--- src/rtl/load_extend_unit.sv ---
// Two-stage pipelined load-data extender: S1 registers the raw memory beat, S2 registers the
// lane-selected, sign/zero-extended result with its error flag and tag behind a valid/ready handshake.
module load_extend_unit #(
    parameter int XLEN       = 32,
    parameter int TAG_WIDTH  = 5,
    parameter int BIG_ENDIAN = 0
) (
    input  logic                 clk,
    input  logic                 rst_n,
    input  logic                 in_valid,
    output logic                 in_ready,
    input  logic [31:0]          in_data,
    input  logic [1:0]           in_addr_lo,
    input  logic [1:0]           in_size,
    input  logic                 in_signed,
    input  logic [TAG_WIDTH-1:0] in_tag,
    output logic                 out_valid,
    input  logic                 out_ready,
    output logic [XLEN-1:0]      out_data,
    output logic [TAG_WIDTH-1:0] out_tag,
    output logic                 out_err
);

    typedef enum logic [1:0] {
        SZ_BYTE = 2'b00,
        SZ_HALF = 2'b01,
        SZ_WORD = 2'b10,
        SZ_RSVD = 2'b11
    } size_e;

    typedef enum logic {
        EMPTY = 1'b0,
        FULL  = 1'b1
    } stage_e;

    stage_e s1_state_q, s1_state_d;
    stage_e s2_state_q, s2_state_d;

    logic [31:0]          s1_data_q;
    logic [1:0]           s1_addr_q;
    size_e                s1_size_q;
    logic                 s1_signed_q;
    logic [TAG_WIDTH-1:0] s1_tag_q;

    logic [XLEN-1:0]      s2_data_q;
    logic                 s2_err_q;
    logic [TAG_WIDTH-1:0] s2_tag_q;

    logic s2_adv, s1_adv, in_xfer, out_xfer;

    // in_ready depends only on stage occupancy and out_ready, never on in_valid.
    assign s2_adv   = (s2_state_q == EMPTY) || out_ready;
    assign s1_adv   = (s1_state_q == FULL) && s2_adv;
    assign in_ready = (s1_state_q == EMPTY) || s2_adv;
    assign in_xfer  = in_valid && in_ready;
    assign out_xfer = (s2_state_q == FULL) && out_ready;

    // NOTE: every variable gets a default before any branch, so no latch can be inferred.
    always_comb begin
        s1_state_d = s1_state_q;
        s2_state_d = s2_state_q;
        if (in_xfer)     s1_state_d = FULL;
        else if (s1_adv) s1_state_d = EMPTY;
        if (s1_adv)        s2_state_d = FULL;
        else if (out_xfer) s2_state_d = EMPTY;
    end

    // NOTE: state uses non-blocking assignments so all flops update from pre-edge values.
    always_ff @(posedge clk or negedge rst_n) begin
        if (!rst_n) begin
            s1_state_q <= EMPTY;
            s2_state_q <= EMPTY;
        end else begin
            s1_state_q <= s1_state_d;
            s2_state_q <= s2_state_d;
        end
    end

    // NOTE: S1 payload needs no reset; it is only observed once its stage is marked FULL.
    always_ff @(posedge clk) begin
        if (in_xfer) begin
            s1_data_q   <= in_data;
            s1_addr_q   <= in_addr_lo;
            s1_size_q   <= size_e'(in_size);
            s1_signed_q <= in_signed;
            s1_tag_q    <= in_tag;
        end
    end

    logic [1:0]      byte_lane;
    logic            half_lane;
    logic [7:0]      byte_sel;
    logic [15:0]     half_sel;
    logic            fill;
    logic [XLEN-1:0] ext_data;
    logic            ext_err;

    assign byte_lane = (BIG_ENDIAN != 0) ? ~s1_addr_q    : s1_addr_q;
    assign half_lane = (BIG_ENDIAN != 0) ? ~s1_addr_q[1] : s1_addr_q[1];
    assign byte_sel  = 8'(s1_data_q >> {byte_lane, 3'b000});
    assign half_sel  = 16'(s1_data_q >> {half_lane, 4'b0000});

    // Fill the whole result with the extension bit, then overlay the selected lane.
    always_comb begin
        fill     = 1'b0;
        ext_data = '0;
        ext_err  = 1'b0;
        case (s1_size_q)
            SZ_BYTE: begin
                fill          = s1_signed_q & byte_sel[7];
                ext_data      = {XLEN{fill}};
                ext_data[7:0] = byte_sel;
            end
            SZ_HALF: begin
                if (s1_addr_q[0]) begin
                    ext_err = 1'b1;
                end else begin
                    fill           = s1_signed_q & half_sel[15];
                    ext_data       = {XLEN{fill}};
                    ext_data[15:0] = half_sel;
                end
            end
            SZ_WORD: begin
                if (s1_addr_q != 2'b00) begin
                    ext_err = 1'b1;
                end else begin
                    fill           = s1_signed_q & s1_data_q[31];
                    ext_data       = {XLEN{fill}};
                    ext_data[31:0] = s1_data_q;
                end
            end
            default: ext_err = 1'b1;
        endcase
    end

    always_ff @(posedge clk or negedge rst_n) begin
        if (!rst_n) begin
            s2_data_q <= '0;
            s2_err_q  <= 1'b0;
            s2_tag_q  <= '0;
        end else if (s1_adv) begin
            s2_data_q <= ext_data;
            s2_err_q  <= ext_err;
            s2_tag_q  <= s1_tag_q;
        end
    end

    assign out_valid = (s2_state_q == FULL);
    assign out_data  = s2_data_q;
    assign out_tag   = s2_tag_q;
    assign out_err   = s2_err_q;

endmodule
--- config.mk ---
export PLATFORM = sky130hd
export DESIGN_NAME = load_extend_unit
export DESIGN_NICKNAME = d
export VERILOG_FILES = /design/src/rtl/load_extend_unit.sv
export SDC_FILE = /design/constraint.sdc
export NUM_CORES = 1
export LEC_CHECK = 0
export CAP_MARGIN = 10
export CELL_PAD_IN_SITES_DETAIL_PLACEMENT = 0
export CELL_PAD_IN_SITES_GLOBAL_PLACEMENT = 1
export CORE_ASPECT_RATIO = 1.25
export CORE_UTILIZATION = 39
export DETAILED_ROUTE_END_ITERATION = 6
export PLACE_DENSITY_LB_ADDON = 0.3
export SKIP_CTS_REPAIR_TIMING = 1
export SYNTH_ARGS = -nofsm -noshare
export SYNTH_HDL_FRONTEND = slang
export SYNTH_SLANG_ARGS = --single-unit
--- constraint.sdc ---
create_clock -name clk -period 2.5 [get_ports clk]
set_clock_uncertainty 0.2 [all_clocks]
set_input_delay 0.5 -clock clk [delete_from_list [all_inputs] [get_ports clk]]
set_output_delay 0.5 -clock clk [all_outputs]
set_load 0.01 [all_outputs]
==> results.json, run 1 <==
{
  "cellLeakagePower_nw": 1.688,
  "ys_seq_area_frac": 0.7096,
  "use_met2": 0.2793,
  "grt_pass1_wl_mm": 10.94,
  "hpwl_mm": 4.861,
  "peakVddDrop_v": 0.0003468,
  "fmax_mhz": 420.1,
  "critPathKind": "input pin to flip-flop",
  "synth_top_family_by_area": "compound AO/OA/AOI/OAI gates",
  "synth.area.mux_share": 0.04631,
  "outcome": "finished clean",
  "drc_errors": 0,
  "slew_violations": 0,
  "setup_tns_ns": 0,
  "clockBufferDepth": 2,
  "antenna_left": 0,
  "fillers": 666,
  "vias": 2162,
  "clk_pin_slew_worst_paths_ns": 0.08,
  "hold_viol": 0,
  "drt_first_iter_violations": 151,
  "drive_gt1_frac": 0.1184,
  "path_max_fanout": 16,
  "grt.overflow.total": 0,
  "powerDensity_mw_per_mm2": 713.5,
  "first_pass_iters": 5,
  "postLayoutCoreUtil": 0.5597,
  "nets": 345,
  "finalCriticalPeriod_ns": 2.381,
  "via_per_inst": 5.419,
  "critPathMaxStageDelay_ns": 0.98,
  "syn_area_sq_mm": 0.003188,
  "seqCellArea_sq_mm": 0.002262,
  "antenna_cells": 0,
  "critPathCaptureType": "flip-flop",
  "postSynthAreaPerCell_sq_um": 15.25,
  "sequentialPowerShare": 0.521,
  "die_w_um": 82.87,
  "synth_nets": 255,
  "grt-busiest-layer": "met2",
  "crit_family": "simple AND/OR/NAND/NOR gates",
  "fp.dieArea_sq_mm": 0.008542,
  "worstPathArrival_ns": 2.46,
  "cp.required_ns": 2.58,
  "synth.area.top_cells": "edfxtp_1, dfrtp_1, a221o_1",
  "crit_chain": "clkdlybuf4s50_1 > nand2b_1 > nand2_1 > nor3_2 > a221o_1",
  "grt_use_met1": 0.2227,
  "htree_levels": 3,
  "power_mw": 3.130,
  "synthAdderAreaFrac": 0,
  "grt_max_degree": 43,
  "final_common_cell": "clkdlybuf4s50_1",
  "synth_cell_types": 34,
  "pin_count": 86,
  "slowest_stage": "nor3_2",
  "netlist_instances": 209,
  "cts_buffers": 9,
  "clock-root-buffer": "clkbuf_8",
  "fin_crit_sh": 0.9523,
  "final_cells": 399,
  "rsz0062_at_grt": "false",
  "synth-simple-area-share": 0.06162,
  "p_switching_mw": 0.7618,
  "port_buffers": 85,
  "wl_per_cell_um": 17.83,
  "clk_latency_ns": 0.35,
  "fp.dieH_um": 103.1,
  "synth_area_leader_cell": "edfxtp_1",
  "row_count": 36,
  "track_usage": 0.1743,
  "intPower_mw": 2.368,
  "cp-start-kind": "input pin",
  "ys_ff_latch": 82,
  "yosys_warnings": 0,
  "antenna_found_initial": 0,
  "grt_pass1_vias": 2113,
  "holdWs_ns": 0.07124,
  "synth_xor_xnor_area_share": 0.002747,
  "cts_sinks": 82,
  "syn2layout_area_growth_pct": 37.60,
  "clkPwrFrac": 0.316,
  "routed_wl_mm": 7.113,
  "place_congestion": 0.8071,
  "multi_input_area_sq_um": 852.1,
  "p_comb_frac": 0.163,
  "p_sw_frac": 0.2434,
  "yosysTopAreaCellShare": 0.3956,
  "cts_tree": "done",
  "critPathBufInv": 1,
  "hold_class": "input pin to async pin",
  "slew_headroom": 0.1716,
  "grt_util_met3": 0.04964,
  "synth_compound_area_frac": 0.1546,
  "tightest_slew_ns": 1.236,
  "drv_cap": 0,
  "coreArea_sq_mm": 0.007838,
  "setup_violations": 0,
  "most-common-layout-cells": "clkdlybuf4s50_1, edfxtp_1, dfrtp_1",
  "placedCellCount": 383,
  "initial_core_util": 0.4068
}
==> cells in the mapped netlist, drive strengths merged <==
cell type and n:
o22ai 4, dfrtp 40, and2 2, xor2 1, mux2 6, a311oi 1
or3 2, and3b 1, inv 1, o221ai 4, or2 1, a2bb2oi 2
nand2 17, a22o 3, nor3b 1, a21oi 2, nand2b 3, a32oi 2
o21ai 2, nand3b 3, a221o 16, edfxtp 42, buf 7, o211ai 8
nand3 2, a22oi 14, nor3 1, clkbuf 8, nor2b 2, nor2 2
nand4b 1, mux2i 8
==> worst register-to-register path, delay by kind of cell (launching register included) <==
| kind | cells | cell delay, ns |
|---|---|---|
| flops | 1 | 0.51 |
| simple gates | 3 | 1.23 |
| compound gates | 1 | 0.30 |
==> final timing paths <==
kind / start / endpoint / depth (start not counted) / slack [ns]
hold reg to reg: s1_tag_q[2]$_DFFE_PP_ / out_tag[2]$_DFFE_PN0P_ / 1 / 0.28
min in group clk: s1_tag_q[2]$_DFFE_PP_ / out_tag[2]$_DFFE_PN0P_ / 1 / 0.28
setup / recovery: out_ready / out_data[16]$_DFFE_PN0P_ / 5 / 0.12
max in group asynchronous: rst_n / out_data[1]$_DFFE_PN0P_ / 1 / 1.45
setup reg to reg: byte_lane[1]$_DFFE_PP_ / out_data[16]$_DFFE_PN0P_ / 4 / 0.19
hold / removal: rst_n / out_tag[1]$_DFFE_PN0P_ / 1 / 0.07
==> cell type report <==
| cell class | count | share of cell area |
|---|---|---|
| sequential | 82 | 0.5157 |
| timing repair buffer | 94 | 0.2139 |
| multi-input combinational | 111 | 0.1942 |
| clock buffer | 11 | 0.03451 |
| tap | 95 | 0.02710 |
| clock inverter | 5 | 0.01369 |
| inverter | 1 | 0.0008557 |
==> power groups by stage <==
stage	Combinational [mW]	Sequential [mW]	Clock, mW
after floorplan	0.179	1.68	0
after global placement	0.505	1.66	0
after detailed placement	0.515	1.66	0
after CTS	0.517	1.63	1.01
after global routing	0.549	1.65	1.07
final	0.511	1.63	0.989
==> layer usage <==
layer / vias to the layer above / part of all wire
li1: 1005 / -
met1: 1068 / 0.44
met2: 78 / 0.49
met3: 11 / 0.052
met4: 0 / 0.018
met5: - / 0
==> sequential cells by signal, summed over array words and instances (netlist names) <==
signal	count
s1_data_q	32
out_err	1
out_data	32
s1_size_q	2
s1_signed_q	1
out_tag	5
out_valid	1
s1_state_q	1
byte_lane	2
s1_tag_q	5
==> kinds of logic after synthesis <==
group | count (synthesis)
AOI/OAI and AO/OA | 58
DFF | 82
and+or+nand+nor | 38
buffers and inverters | 16
xor gates and xnor gates | 1
muxes | 14
==> through the flow <==
| stage | area, sq um | worst slack (ns) |
|---|---|---|
| after global routing | 4387 | 0.09434 |
| final | 4387 | 0.1193 |
| after global placement | 4175 | -0.09162 |
| after floorplan | 3188 | 0.1678 |
| after CTS | 4387 | 0.1236 |
| after detailed placement | 4175 | -0.1819 |
Power figures use the tool's default switching activity.
==> inputs of run 2 (changes only) <==
--- a/config.mk
+++ b/config.mk
@@ -5,6 +5,7 @@
 export SDC_FILE = /design/constraint.sdc
 export NUM_CORES = 1
 export LEC_CHECK = 0
+export ABC_CLOCK_PERIOD_IN_PS = 2500
 export CAP_MARGIN = 10
 export CELL_PAD_IN_SITES_DETAIL_PLACEMENT = 0
 export CELL_PAD_IN_SITES_GLOBAL_PLACEMENT = 1
==> results of run 2 <==
The final DEF is identical to that of run 1; final timing and power are the same.
==> inputs of run 3 (changes only) <==
--- a/config.mk
+++ b/config.mk
@@ -12,6 +12,7 @@
 export CORE_ASPECT_RATIO = 1.25
 export CORE_UTILIZATION = 39
 export DETAILED_ROUTE_END_ITERATION = 6
+export GPL_ROUTABILITY_DRIVEN = 1
 export PLACE_DENSITY_LB_ADDON = 0.3
 export SKIP_CTS_REPAIR_TIMING = 1
 export SYNTH_ARGS = -nofsm -noshare
==> results of run 3 <==
The final DEF is identical to that of run 1; final timing and power are the same.
